$ cat config.mk
export PLATFORM = sky130hd
export DESIGN_NAME = cacheline_adaptor_flat
export DESIGN_NICKNAME = d
export VERILOG_FILES = /design/src/rtl/cacheline_adaptor_if.sv /design/src/rtl/cacheline_adaptor.sv /design/src/flat_wrapper.sv
export SDC_FILE = /design/constraint.sdc
export NUM_CORES = 1
export LEC_CHECK = 0
export ABC_AREA = 1
export CORE_AREA = 4 4 272 274
export CTS_BUF_LIST = sky130_fd_sc_hd__clkbuf_4 sky130_fd_sc_hd__clkbuf_8 sky130_fd_sc_hd__clkbuf_16
export DETAILED_ROUTE_END_ITERATION = 8
export DIE_AREA = 0 0 276 278
export GPL_ROUTABILITY_DRIVEN = 0
export GPL_TIMING_DRIVEN = 0
export PLACE_DENSITY_LB_ADDON = 0.05
export SLEW_MARGIN = 5
export SYNTH_ARGS = -nofsm -noshare
export SYNTH_HDL_FRONTEND = slang
export SYNTH_SLANG_ARGS = --single-unit
$ cat constraint.sdc
create_clock -name clk -period 6.1 [get_ports clk]
set_input_delay 0.915 -clock clk [delete_from_list [all_inputs] [get_ports clk]]
set_output_delay 0.915 -clock clk [all_outputs]
set_load 0.02 [all_outputs]
$ cat src/rtl/cacheline_adaptor_if.sv
// Bus bundle between the last-level cache, the cacheline adaptor and burst memory.
// The adaptor takes the slave view; the cache/memory side (or a bench) takes master.
interface cacheline_adaptor_if #(
  parameter int LINE_W  = 256,
  parameter int BURST_W = 64,
  parameter int ADDR_W  = 32
);
  logic [LINE_W-1:0]  line_i;
  logic [LINE_W-1:0]  line_o;
  logic [ADDR_W-1:0]  address_i;
  logic               read_i;
  logic               write_i;
  logic               resp_o;
  logic [BURST_W-1:0] burst_i;
  logic [BURST_W-1:0] burst_o;
  logic [ADDR_W-1:0]  address_o;
  logic               read_o;
  logic               write_o;
  logic               resp_i;

  modport slave (
    input  line_i, address_i, read_i, write_i, burst_i, resp_i,
    output line_o, resp_o, burst_o, address_o, read_o, write_o
  );

  modport master (
    output line_i, address_i, read_i, write_i, burst_i, resp_i,
    input  line_o, resp_o, burst_o, address_o, read_o, write_o
  );
endinterface

$ cat src/rtl/cacheline_adaptor.sv
// Converts one cache-line read/write into a BEATS-long memory burst, assembling or
// splitting the line, and acknowledges the cache with a single-cycle pulse.
module cacheline_adaptor #(
  parameter int LINE_W  = 256,
  parameter int BURST_W = 64,
  parameter int ADDR_W  = 32
) (
  input logic              clk,
  input logic              rst_n,
  cacheline_adaptor_if.slave bus
);
  localparam int BEATS = LINE_W / BURST_W;
  localparam int CW    = (BEATS > 1) ? $clog2(BEATS) : 1;
  localparam logic [ADDR_W-1:0] ALIGN_MASK = ~ADDR_W'(LINE_W / 8 - 1);

  typedef enum logic [1:0] {IDLE, RD, WR, DONE} state_t;

  state_t            state;
  logic [CW-1:0]     cnt;
  logic [CW-1:0]     cnt_nxt;
  logic              last_beat;
  logic [LINE_W-1:0] line_q;

  assign cnt_nxt   = cnt + CW'(1);
  assign last_beat = (cnt == CW'(BEATS - 1));

  always_ff @(posedge clk) begin
    if (!rst_n) begin
      state         <= IDLE;
      cnt           <= '0;
      line_q        <= '0;
      bus.line_o    <= '0;
      bus.burst_o   <= '0;
      bus.address_o <= '0;
      bus.read_o    <= 1'b0;
      bus.write_o   <= 1'b0;
      bus.resp_o    <= 1'b0;
    end else begin
      case (state)
        IDLE: begin
          bus.resp_o <= 1'b0;
          // Read wins when both requests are raised together.
          if (bus.read_i) begin
            bus.address_o <= bus.address_i & ALIGN_MASK;
            cnt           <= '0;
            bus.read_o    <= 1'b1;
            state         <= RD;
          end else if (bus.write_i) begin
            bus.address_o <= bus.address_i & ALIGN_MASK;
            line_q        <= bus.line_i;
            cnt           <= '0;
            bus.burst_o   <= bus.line_i[BURST_W-1:0];
            bus.write_o   <= 1'b1;
            state         <= WR;
          end
        end
        RD: begin
          if (bus.resp_i) begin
            bus.line_o[int'(cnt)*BURST_W +: BURST_W] <= bus.burst_i;
            cnt <= cnt_nxt;
            if (last_beat) begin
              bus.read_o <= 1'b0;
              bus.resp_o <= 1'b1;
              state      <= DONE;
            end
          end
        end
        WR: begin
          // Preload the following beat so burst_o is valid the cycle after each accept.
          if (bus.resp_i) begin
            cnt         <= cnt_nxt;
            bus.burst_o <= line_q[int'(cnt_nxt)*BURST_W +: BURST_W];
            if (last_beat) begin
              bus.write_o <= 1'b0;
              bus.resp_o  <= 1'b1;
              state       <= DONE;
            end
          end
        end
        DONE: begin
          bus.resp_o <= 1'b0;
          state      <= IDLE;
        end
        default: state <= IDLE;
      endcase
    end
  end
endmodule

$ cat src/flat_wrapper.sv
// flat-port wrapper written by rule: the top's interface ports become plain ports
module cacheline_adaptor_flat 
#(
  parameter int LINE_W  = 256,
  parameter int BURST_W = 64,
  parameter int ADDR_W  = 32
)
  (clk, rst_n, bus_line_i, bus_address_i, bus_read_i, bus_write_i, bus_burst_i, bus_resp_i, bus_line_o, bus_resp_o, bus_burst_o, bus_address_o, bus_read_o, bus_write_o);
  cacheline_adaptor_if #(.LINE_W(LINE_W), .BURST_W(BURST_W), .ADDR_W(ADDR_W)) bus_i ();
  input logic clk;
  input logic rst_n;
  input wire logic [$bits(bus_i.line_i)-1:0] bus_line_i;
  input wire logic [$bits(bus_i.address_i)-1:0] bus_address_i;
  input wire logic [$bits(bus_i.read_i)-1:0] bus_read_i;
  input wire logic [$bits(bus_i.write_i)-1:0] bus_write_i;
  input wire logic [$bits(bus_i.burst_i)-1:0] bus_burst_i;
  input wire logic [$bits(bus_i.resp_i)-1:0] bus_resp_i;
  output wire logic [$bits(bus_i.line_o)-1:0] bus_line_o;
  output wire logic [$bits(bus_i.resp_o)-1:0] bus_resp_o;
  output wire logic [$bits(bus_i.burst_o)-1:0] bus_burst_o;
  output wire logic [$bits(bus_i.address_o)-1:0] bus_address_o;
  output wire logic [$bits(bus_i.read_o)-1:0] bus_read_o;
  output wire logic [$bits(bus_i.write_o)-1:0] bus_write_o;
  assign bus_i.line_i = bus_line_i;
  assign bus_i.address_i = bus_address_i;
  assign bus_i.read_i = bus_read_i;
  assign bus_i.write_i = bus_write_i;
  assign bus_i.burst_i = bus_burst_i;
  assign bus_i.resp_i = bus_resp_i;
  assign bus_line_o = bus_i.line_o;
  assign bus_resp_o = bus_i.resp_o;
  assign bus_burst_o = bus_i.burst_o;
  assign bus_address_o = bus_i.address_o;
  assign bus_read_o = bus_i.read_o;
  assign bus_write_o = bus_i.write_o;
  cacheline_adaptor #(.LINE_W(LINE_W), .BURST_W(BURST_W), .ADDR_W(ADDR_W)) u_core (.clk(clk), .rst_n(rst_n), .bus(bus_i));
endmodule
## Word-level counts from Yosys, hierarchy flattened

Cells that the tools add are included.

| storage, ports and cells | value |
|---|---|
| flip-flop bits (word level) | 615 |
| output and inout bits | 355 |
| word-level logic and storage cells | 71 |

| cells by class | value |
|---|---|
| $add $sub $neg | 2 |
| equal/unequal tests | 14 |
| shift-type cells | 3 |
| mux-type cells | 26 |
| bitwise operators | 1 |
| reduce and logical (&&, ||, !) cells | 16 |

Operators by type and width:

| operator | number |
|---|---|
| bitwise mux 256 bit | 1 |
| variable shift 64 x 33 -> 256 bit, first input constant | 1 |
| variable part select 256 x 9 -> 64 bit | 1 |
| variable part select 64 x 33 -> 256 bit | 1 |
| two-way mux 64 bit | 3 |
| case mux 64 bit (2 select lines) | 1 |
| two-way mux 32 bit | 2 |
| negator 8 -> 33 bit | 1 |
| two-way mux 2 bit | 7 |
| inequality test 2 bit, second input constant | 5 |
| AND reduction 3 bit | 3 |
| inequality test 2 x 1 -> 1 bit, second input constant | 4 |
| AND reduction 4 bit | 2 |
| nonzero test 2 bit | 4 |
| two-way mux 1 bit | 7 |
| == test 2 bit, second input constant | 3 |
| case mux 1 bit (2 select lines) | 3 |
| case mux 2 bit (3 select lines) | 1 |
| AND reduction 2 bit | 3 |
| AND reduction 5 bit | 1 |
| case mux 2 bit (2 select lines) | 1 |
| OR reduction 2 bit | 2 |
| inequality test 3 bit, second input constant | 1 |
| adder 2 x 1 -> 2 bit, second input constant | 1 |
| other kinds (3) | 3 |

## Logic depth before layout (Yosys ltp)

Gate-level depths: netlist of the first run.

| depth | value |
|---|---|
| depth after elaboration | 4 |
| mapped depth | 12 |
| gate-level depth less buffers | 8 |

## Worst setup path before layout of the first run

No wires, ideal clock.

| timing | value |
|---|---|
| kind | register to register |
| from | reg u_core.cnt[0] |
| to | reg u_core.bus.burst_o[24] |
| setup time | 0.112 ns |
| arrival | 1.920 ns |
| required time | 5.988 ns |
| setup slack | 4.069 ns |
| stages on the path, launching flop included | 12 |
| path buffers | 4 |
| period minus slack after synthesis | 2.031 ns |
| cell sequence | dfxtp_1 > buf_2 > inv_1 > buf_2 > ha_1 > buf_2 > buf_1 > nand3_1 > nand2_1 > nor2_1 > nor2_1 > nor2_1 |

| between the ends | value |
|---|---|
| word-level cells in the longest chain between the ends | 4 |

Ends and longest elaborated chain:

| what | line | text |
|---|---|---|
| start, declared | cacheline_adaptor.sv:19 | `logic [CW-1:0] cnt;` |
| start signal, assigned | cacheline_adaptor.sv:60 | `cnt <= cnt_nxt;` |
| start signal, assigned | cacheline_adaptor.sv:71 | `cnt <= cnt_nxt;` |
| adder 2 x 1 -> 2 bit | cacheline_adaptor.sv:24 | `assign cnt_nxt = cnt + CW'(1);` |
| variable part select 256 x 9 -> 64 bit | cacheline_adaptor.sv:72 | `bus.burst_o <= line_q[int'(cnt_nxt)*BURST_W +: BURST_W];` |
| two-way mux 64 bit | cacheline_adaptor.sv:70 | `if (bus.resp_i) begin` |
| case mux 64 bit (2 select lines) | cacheline_adaptor.sv:39 | `case (state)` |
| end signal, assigned | cacheline_adaptor.sv:52 | `bus.burst_o <= bus.line_i[BURST_W-1:0];` |
| end signal, assigned | cacheline_adaptor.sv:72 |  |
| end, declared | cacheline_adaptor_if.sv:23 | `output line_o, resp_o, burst_o, address_o, read_o, write_o` |

Every way passes these cells. The select of a mux whose other input is x is not followed.
A chain may end at the register's enable or synchronous reset.

## Final worst setup path of the first run

Same ends and word-level chain as after synthesis.

==> results_dict.tcl, run 1 <==
set metrics [dict create \
    synth_warnings 0 \
    tns_ns 0 \
    clk_pin_slew_ns 0.06 \
    rsz0062_at_grt "false" \
    fmax_mhz 323 \
    cts_tree "yes" \
    die_height_um 278 \
    synth_area_per_cell_um2 6.90 \
    rows 98 \
    tightest_slew_ns 0.918 \
    async_flop_share 0 \
    synth.area.top_cells "dfxtp_1 47%, nand2_1 12%, a21oi_1 9.9%, o21ai_0 7.5%, nor2_1 6.0%" \
    drive_above_1_share 0.0617 \
    multi_input_area_mm2 0.0109 \
    ys_seq_area_frac 0.471 \
    period_share 0.508 \
    die_w_um 276 \
    synth_edf_count 0 \
    power_density_mw_per_mm2 410 \
    grt_pass1_wl_mm 166 \
    critPathKind "reg2reg" \
    num-fill-cells 7426 \
    synthFlopType "dfxtp_1" \
    final.min_clock_period_ns 3.10 \
    reg2reg_depth 11 \
    r2r_end "u_core.bus.burst_o[24]" \
    cp_max_fo 12 \
    dr.first_iter.drc_count 1728 \
    finalSetupViolCount 0 \
    netlist.area_leader.share 0.471 \
    cpMaxStageDelayCell "ha_1" \
    hold_viol 0 \
    busiest_layer "met2" \
    drv_cap 0 \
    antenna_found_initial 24 \
    synth.distinct_cells 26 \
    synthCells 3762 \
    ant_nets 0 \
    clkSinkCount 610 \
    worstPathCellList "buf_2 > inv_1 > buf_2 > ha_1 > buf_2 > buf_1 > nand3_1 > nand2_1 > nor2_1 > nor2_1 > nor2_1" \
    end_kind "flop" \
    grt_start_max_net_pins 14 \
    regArea_mm2 0.0122 \
    core-area_mm2 0.0714 \
    yosysMostFrequentCell "nand2_1" \
    relSlewSlack 0.388 \
    cpPeakStageDelay_ns 0.46 \
    cts_made_buffers 69 \
    cts_max_level 3 \
    holdBufCountCts 0 \
    status "finished clean" \
    via_count 26791 \
    start_util 0.364 \
    io_pins 712 \
    track_usage 0.284 \
    r2r_slack_ns 3.00 \
    avgViaCountPerCell 4.82 \
    drt_wl_total_mm 114 \
    dp_slack_ns 2.86 \
    areaGrowthSynthToFinish_pct 40.8 \
    clock_path_buffers 3 \
    met3_usage 0.0695 \
    post-cts-setup-buffer-count 0 \
    yosysTopAreaCell "dfxtp_1" \
    hold_path_depth 2 \
    synth_common_cells "853 x nand2_1, 610 x dfxtp_1, 514 x a21oi_1" \
    syn_area_mm2 0.0260 \
    grt_pass1_vias 25709 \
    drtPass1Iterations 6 \
    drcViolationCount 0 \
    worstHoldStart "u_core.line_q[241]" \
    finalMaxSlewViolations 0 \
    final_nets 4904 \
    cp.arrival_ns 3.61 \
    hpwl_mm 90.0 \
    power.leakage_nw 14.5 \
    cts_resized 0 \
    synth_seq_cells 610 \
    die-area_mm2 0.0767 \
    overflow 0 \
    cp.required_ns 6.61 \
    worst_slack_ns 3.00 \
    vdd_ir_drop_max_mv 0.274 \
    cp-start-kind "flop" \
    min_delay_worst_endpoint "u_core.line_q[241]" \
    r2r-start "u_core.cnt[0]" \
    met1_usage 0.337 \
    clk-insertion-delay-late_ns 0.62 \
    clock-root-buffer "clkbuf_16" \
    grt_util_met2 0.500 \
    numPortBuffers 700 \
    skew_ns 0.0153 \
    routedWlPerCell_um 20.6 \
    hold_class "reg2reg" \
]
cell usage in the layout, fill, tap and decap left out, types with 71 or more instances in the layout:
cell / count
nand2_1: 853
clkdlybuf4s50_1: 700
dfxtp_1: 610
a21oi_1: 514
nor2_1: 413
inv_1: 399
o21ai_0: 391
nand3_1: 236
clkbuf_1: 137
buf_2: 120
clkbuf_16: 71
power by group:
part | leakage (nW) | internal [mW] | total, mW | switching (mW)
Clock | 1.19 | 2.57 | 4.32 | 1.75
Sequential | 4.98 | 4.69 | 5.05 | 0.364
Combinational | 8.38 | 1.97 | 5.61 | 3.65
registers in the layout, indices dropped and copies added, names as in the netlist:
signal                flops
u_core.bus.resp_o         1
u_core.bus.read_o         1
u_core.line_q           256
u_core.bus.write_o        1
u_core.state              2
u_core.bus.burst_o       64
u_core.bus.address_o     27
u_core.bus.line_o       256
u_core.cnt                2
cell families (layout without fill, tap and decap cells):
logic type	after synthesis	after routing	synth area share
compound gates	908	908	0.175
fa+ha+maj	10	10	0.00482
buf+inv	693	1515	0.111
flops	610	610	0.471
other cells	1	20	0.000144
simple gates	1540	1540	0.238
worst max-delay path by stage:
stage	endpoint	slack, ns	start	cells after the start
6_report	u_core.bus.burst_o[24]	3.00	u_core.cnt[0]	11
5_1_grt	u_core.bus.burst_o[33]	2.76	u_core.cnt[0]	11
4_1_cts	u_core.bus.burst_o[24]	2.97	u_core.cnt[0]	11
3_5_place_dp	u_core.line_q[133]	2.86	bus_read_i	6
3_3_place_gp	u_core.line_q[133]	2.86	bus_read_i	6
2_1_floorplan	u_core.bus.burst_o[24]	4.07	u_core.cnt[0]	11
metrics by stage:
stage | hold WS, ns | cell area [um^2] | utilization | power [mW] | instances
detailed placement | 0.435 | 34200 | 0.479 | 10.7 | 5416
CTS | 0.444 | 36500 | 0.512 | 15.1 | 5538
finish | 0.442 | 36500 | 0.512 | 15.0 | 5553
floorplan | 0.424 | 26000 | - | 8.35 | 3766
global placement | 0.432 | 34200 | 0.479 | 10.7 | 5416
global route | 0.459 | 36500 | 0.512 | 15.9 | 5546
critical path: cells and delay by family, from the launching register on:
kind	cells	cell delay, ns
AND/OR/NAND/NOR	5	0.55
flip-flops	1	0.38
buffers and inverters	5	1.59
adder cells (fa/ha/maj)	1	0.46
routing by layer:
layer | routed length [um] | up-vias
met5 | 116 | -
met4 | 4280 | 20
met3 | 7630 | 209
met2 | 56100 | 810
met1 | 46200 | 12248
li1 | - | 13504
cell type report:
cell class,count,share of cell area
diodes,15,0.00103
plain buffers,291,0.0374
clock buffers,106,0.0591
clock inverters,16,0.00507
inverters,402,0.0413
multi-input cells,2463,0.298
flip-flops and latches,610,0.334
well taps,950,0.0325
repair buffers,700,0.192
(Power assumes the default switching activity.)
==> run 2: changes to the inputs <==
- clock period: 6.1 -> 3.03 ns (I/O delays scaled with it)
==> run 2 against run 1 <==
Setup slack got worse by 2.7 ns. Final cell count hardly changed. Core utilization is 0.12 points higher.
==> results_dict.tcl, run 2 (synthesized netlist as in run 1, its figures left out) <==
set metrics [dict create \
    status "finished clean" \
    rsz0062_at_grt "false" \
    busiest_layer "met2" \
    final_cell_mix "853 x nand2_1, 700 x clkdlybuf4s50_1, 610 x dfxtp_1" \
    ant_nets 0 \
    clkSinkCount 610 \
    r2r-start "u_core.cnt[0]" \
    critPathCapture "u_core.bus.burst_o[6]" \
    routedWlPerCell_um 20.5 \
    clock-root-buffer "clkbuf_16" \
    relSlewSlack 0.382 \
    cp.arrival_ns 3.29 \
    cts_made_buffers 69 \
    grt_pass1_wl_mm 166 \
    period_share 0.915 \
    r2r_slack_ns 0.26 \
    antenna_found_initial 24 \
    power_density_mw_per_mm2 825 \
    avgViaCountPerCell 4.82 \
    hold_viol 0 \
    start_util 0.364 \
    multi_input_area_mm2 0.0109 \
    reg2reg_depth 12 \
    clock_path_buffers 3 \
    clk-insertion-delay-late_ns 0.62 \
    cp_max_fo 12 \
    final_util 0.513 \
    drt_wl_total_mm 114 \
    final.min_clock_period_ns 2.77 \
    num-fill-cells 7417 \
    critPathKind "reg2reg" \
    rows 98 \
    tightest_slew_ns 0.927 \
    track_usage 0.284 \
    top_regs "u_core.bus.line_o x256, u_core.line_q x256, u_core.bus.burst_o x64" \
    drive_above_1_share 0.0632 \
    power.leakage_nw 14.6 \
    final_cell_count_no_fill 5557 \
    drcViolationCount 0 \
    r2r_end "u_core.bus.burst_o[6]" \
    grt_pass1_vias 25728 \
    finalSetupViolCount 0 \
    overflow 0 \
    grt_start_max_net_pins 14 \
    via_count 26768 \
    final_nets 4908 \
    regArea_mm2 0.0122 \
    crit_start "u_core.cnt[0]" \
    drv_cap 0 \
    cp.required_ns 3.54 \
    finalMaxSlewViolations 0 \
    fmax_mhz 361 \
    cp-start-kind "flop" \
    grt_util_met2 0.500 \
    drtPass1Iterations 6 \
    hold_class "in2reg" \
    cts_max_level 3 \
    worstHoldStart "bus_address_i[15]" \
    areaGrowthSynthToFinish_pct 41.1 \
    io_pins 712 \
    met1_usage 0.337 \
    hpwl_mm 90.0 \
    met3_usage 0.0695 \
    final_common_cell "nand2_1" \
    vdd_ir_drop_max_mv 0.551 \
    numPortBuffers 700 \
    post-place-cells 5416 \
    end_kind "flop" \
    clk_pin_slew_ns 0.06 \
    skew_ns 0.0164 \
    cts_tree "yes" \
    die_w_um 276 \
    die-area_mm2 0.0767 \
    die_height_um 278 \
    dr.first_iter.drc_count 1832 \
    core-area_mm2 0.0714 \
]
[run 2: worst min path at each step]
stage | end | slack, ns | cells after the start
3_5_place_dp | u_core.line_q[40] | 0.44 | 2
6_report | u_core.bus.address_o[15] | 0.43 | 3
4_1_cts | u_core.bus.address_o[15] | 0.39 | 3
2_1_floorplan | u_core.line_q[10] | 0.42 | 2
5_1_grt | u_core.bus.address_o[10] | 0.41 | 3
3_3_place_gp | u_core.line_q[27] | 0.43 | 2
[run 2: metrics by stage]
step / instance area, um^2 / worst slack [ns] / power (mW) / hold slack, ns / setup TNS, ns
after floorplan: 26000 / 0.999 / 16.8 / 0.424 / 0
after global routing: 36600 / 0.0585 / 32.0 / 0.409 / 0
after global placement: 34200 / -0.0974 / 21.6 / 0.432 / -0.824
after CTS: 36500 / 0.00754 / 30.3 / 0.394 / 0
after detailed placement: 34200 / -0.0913 / 21.6 / 0.435 / -1.03
final: 36600 / 0.256 / 30.2 / 0.426 / 0
[run 2: repair_timing]
action | 4_1_cts | 5_1_grt
hold buffers | 0 | 0
gates resized for setup | 5 | 6
pin swaps | 0 | 2
endpoints found under the setup margin | 59 | 185
buffers inserted | 0 | 4
[run 2: power breakdown]
| group | switching [mW] | internal, mW | total (mW) |
|---|---|---|---|
| Combinational | 7.35 | 4.00 | 11.3 |
| Sequential | 0.729 | 9.44 | 10.2 |
| Clock | 3.52 | 5.17 | 8.70 |
| Total | 11.6 | 18.6 | 30.2 |
[run 2: worst max-delay path, stage by stage (launching register included)]
cell and delay, ns:
dfxtp_1 0.34, clkbuf_4 0.23, inv_1 0.18, buf_2 0.33, ha_2 0.39, inv_1 0.17, buf_4 0.28, buf_2 0.26
nand2_1 0.07, nor2_1 0.16, nor2_1 0.07, nor2_1 0.12, nor2_1 0.06
[run 2: area by class of cell]
cell class,instances,share of cell area
Inverter,402,0.0412
Clock inverter,16,0.00506
Sequential cell,610,0.333
Multi-Input combinational cell,2463,0.298
Buffer,291,0.0377
Antenna cell,15,0.00102
Timing Repair Buffer,704,0.193
Clock buffer,106,0.0589
Tap cell,950,0.0324
[run 2: metal layers]
metal  part of all wire  up-vias  wire, um
met4              0.037       20      4180
li1                   -    13523         -
met5             0.0010        -       116
met3              0.068      202      7730
met2               0.49      777     56100
met1               0.40    12246     45900
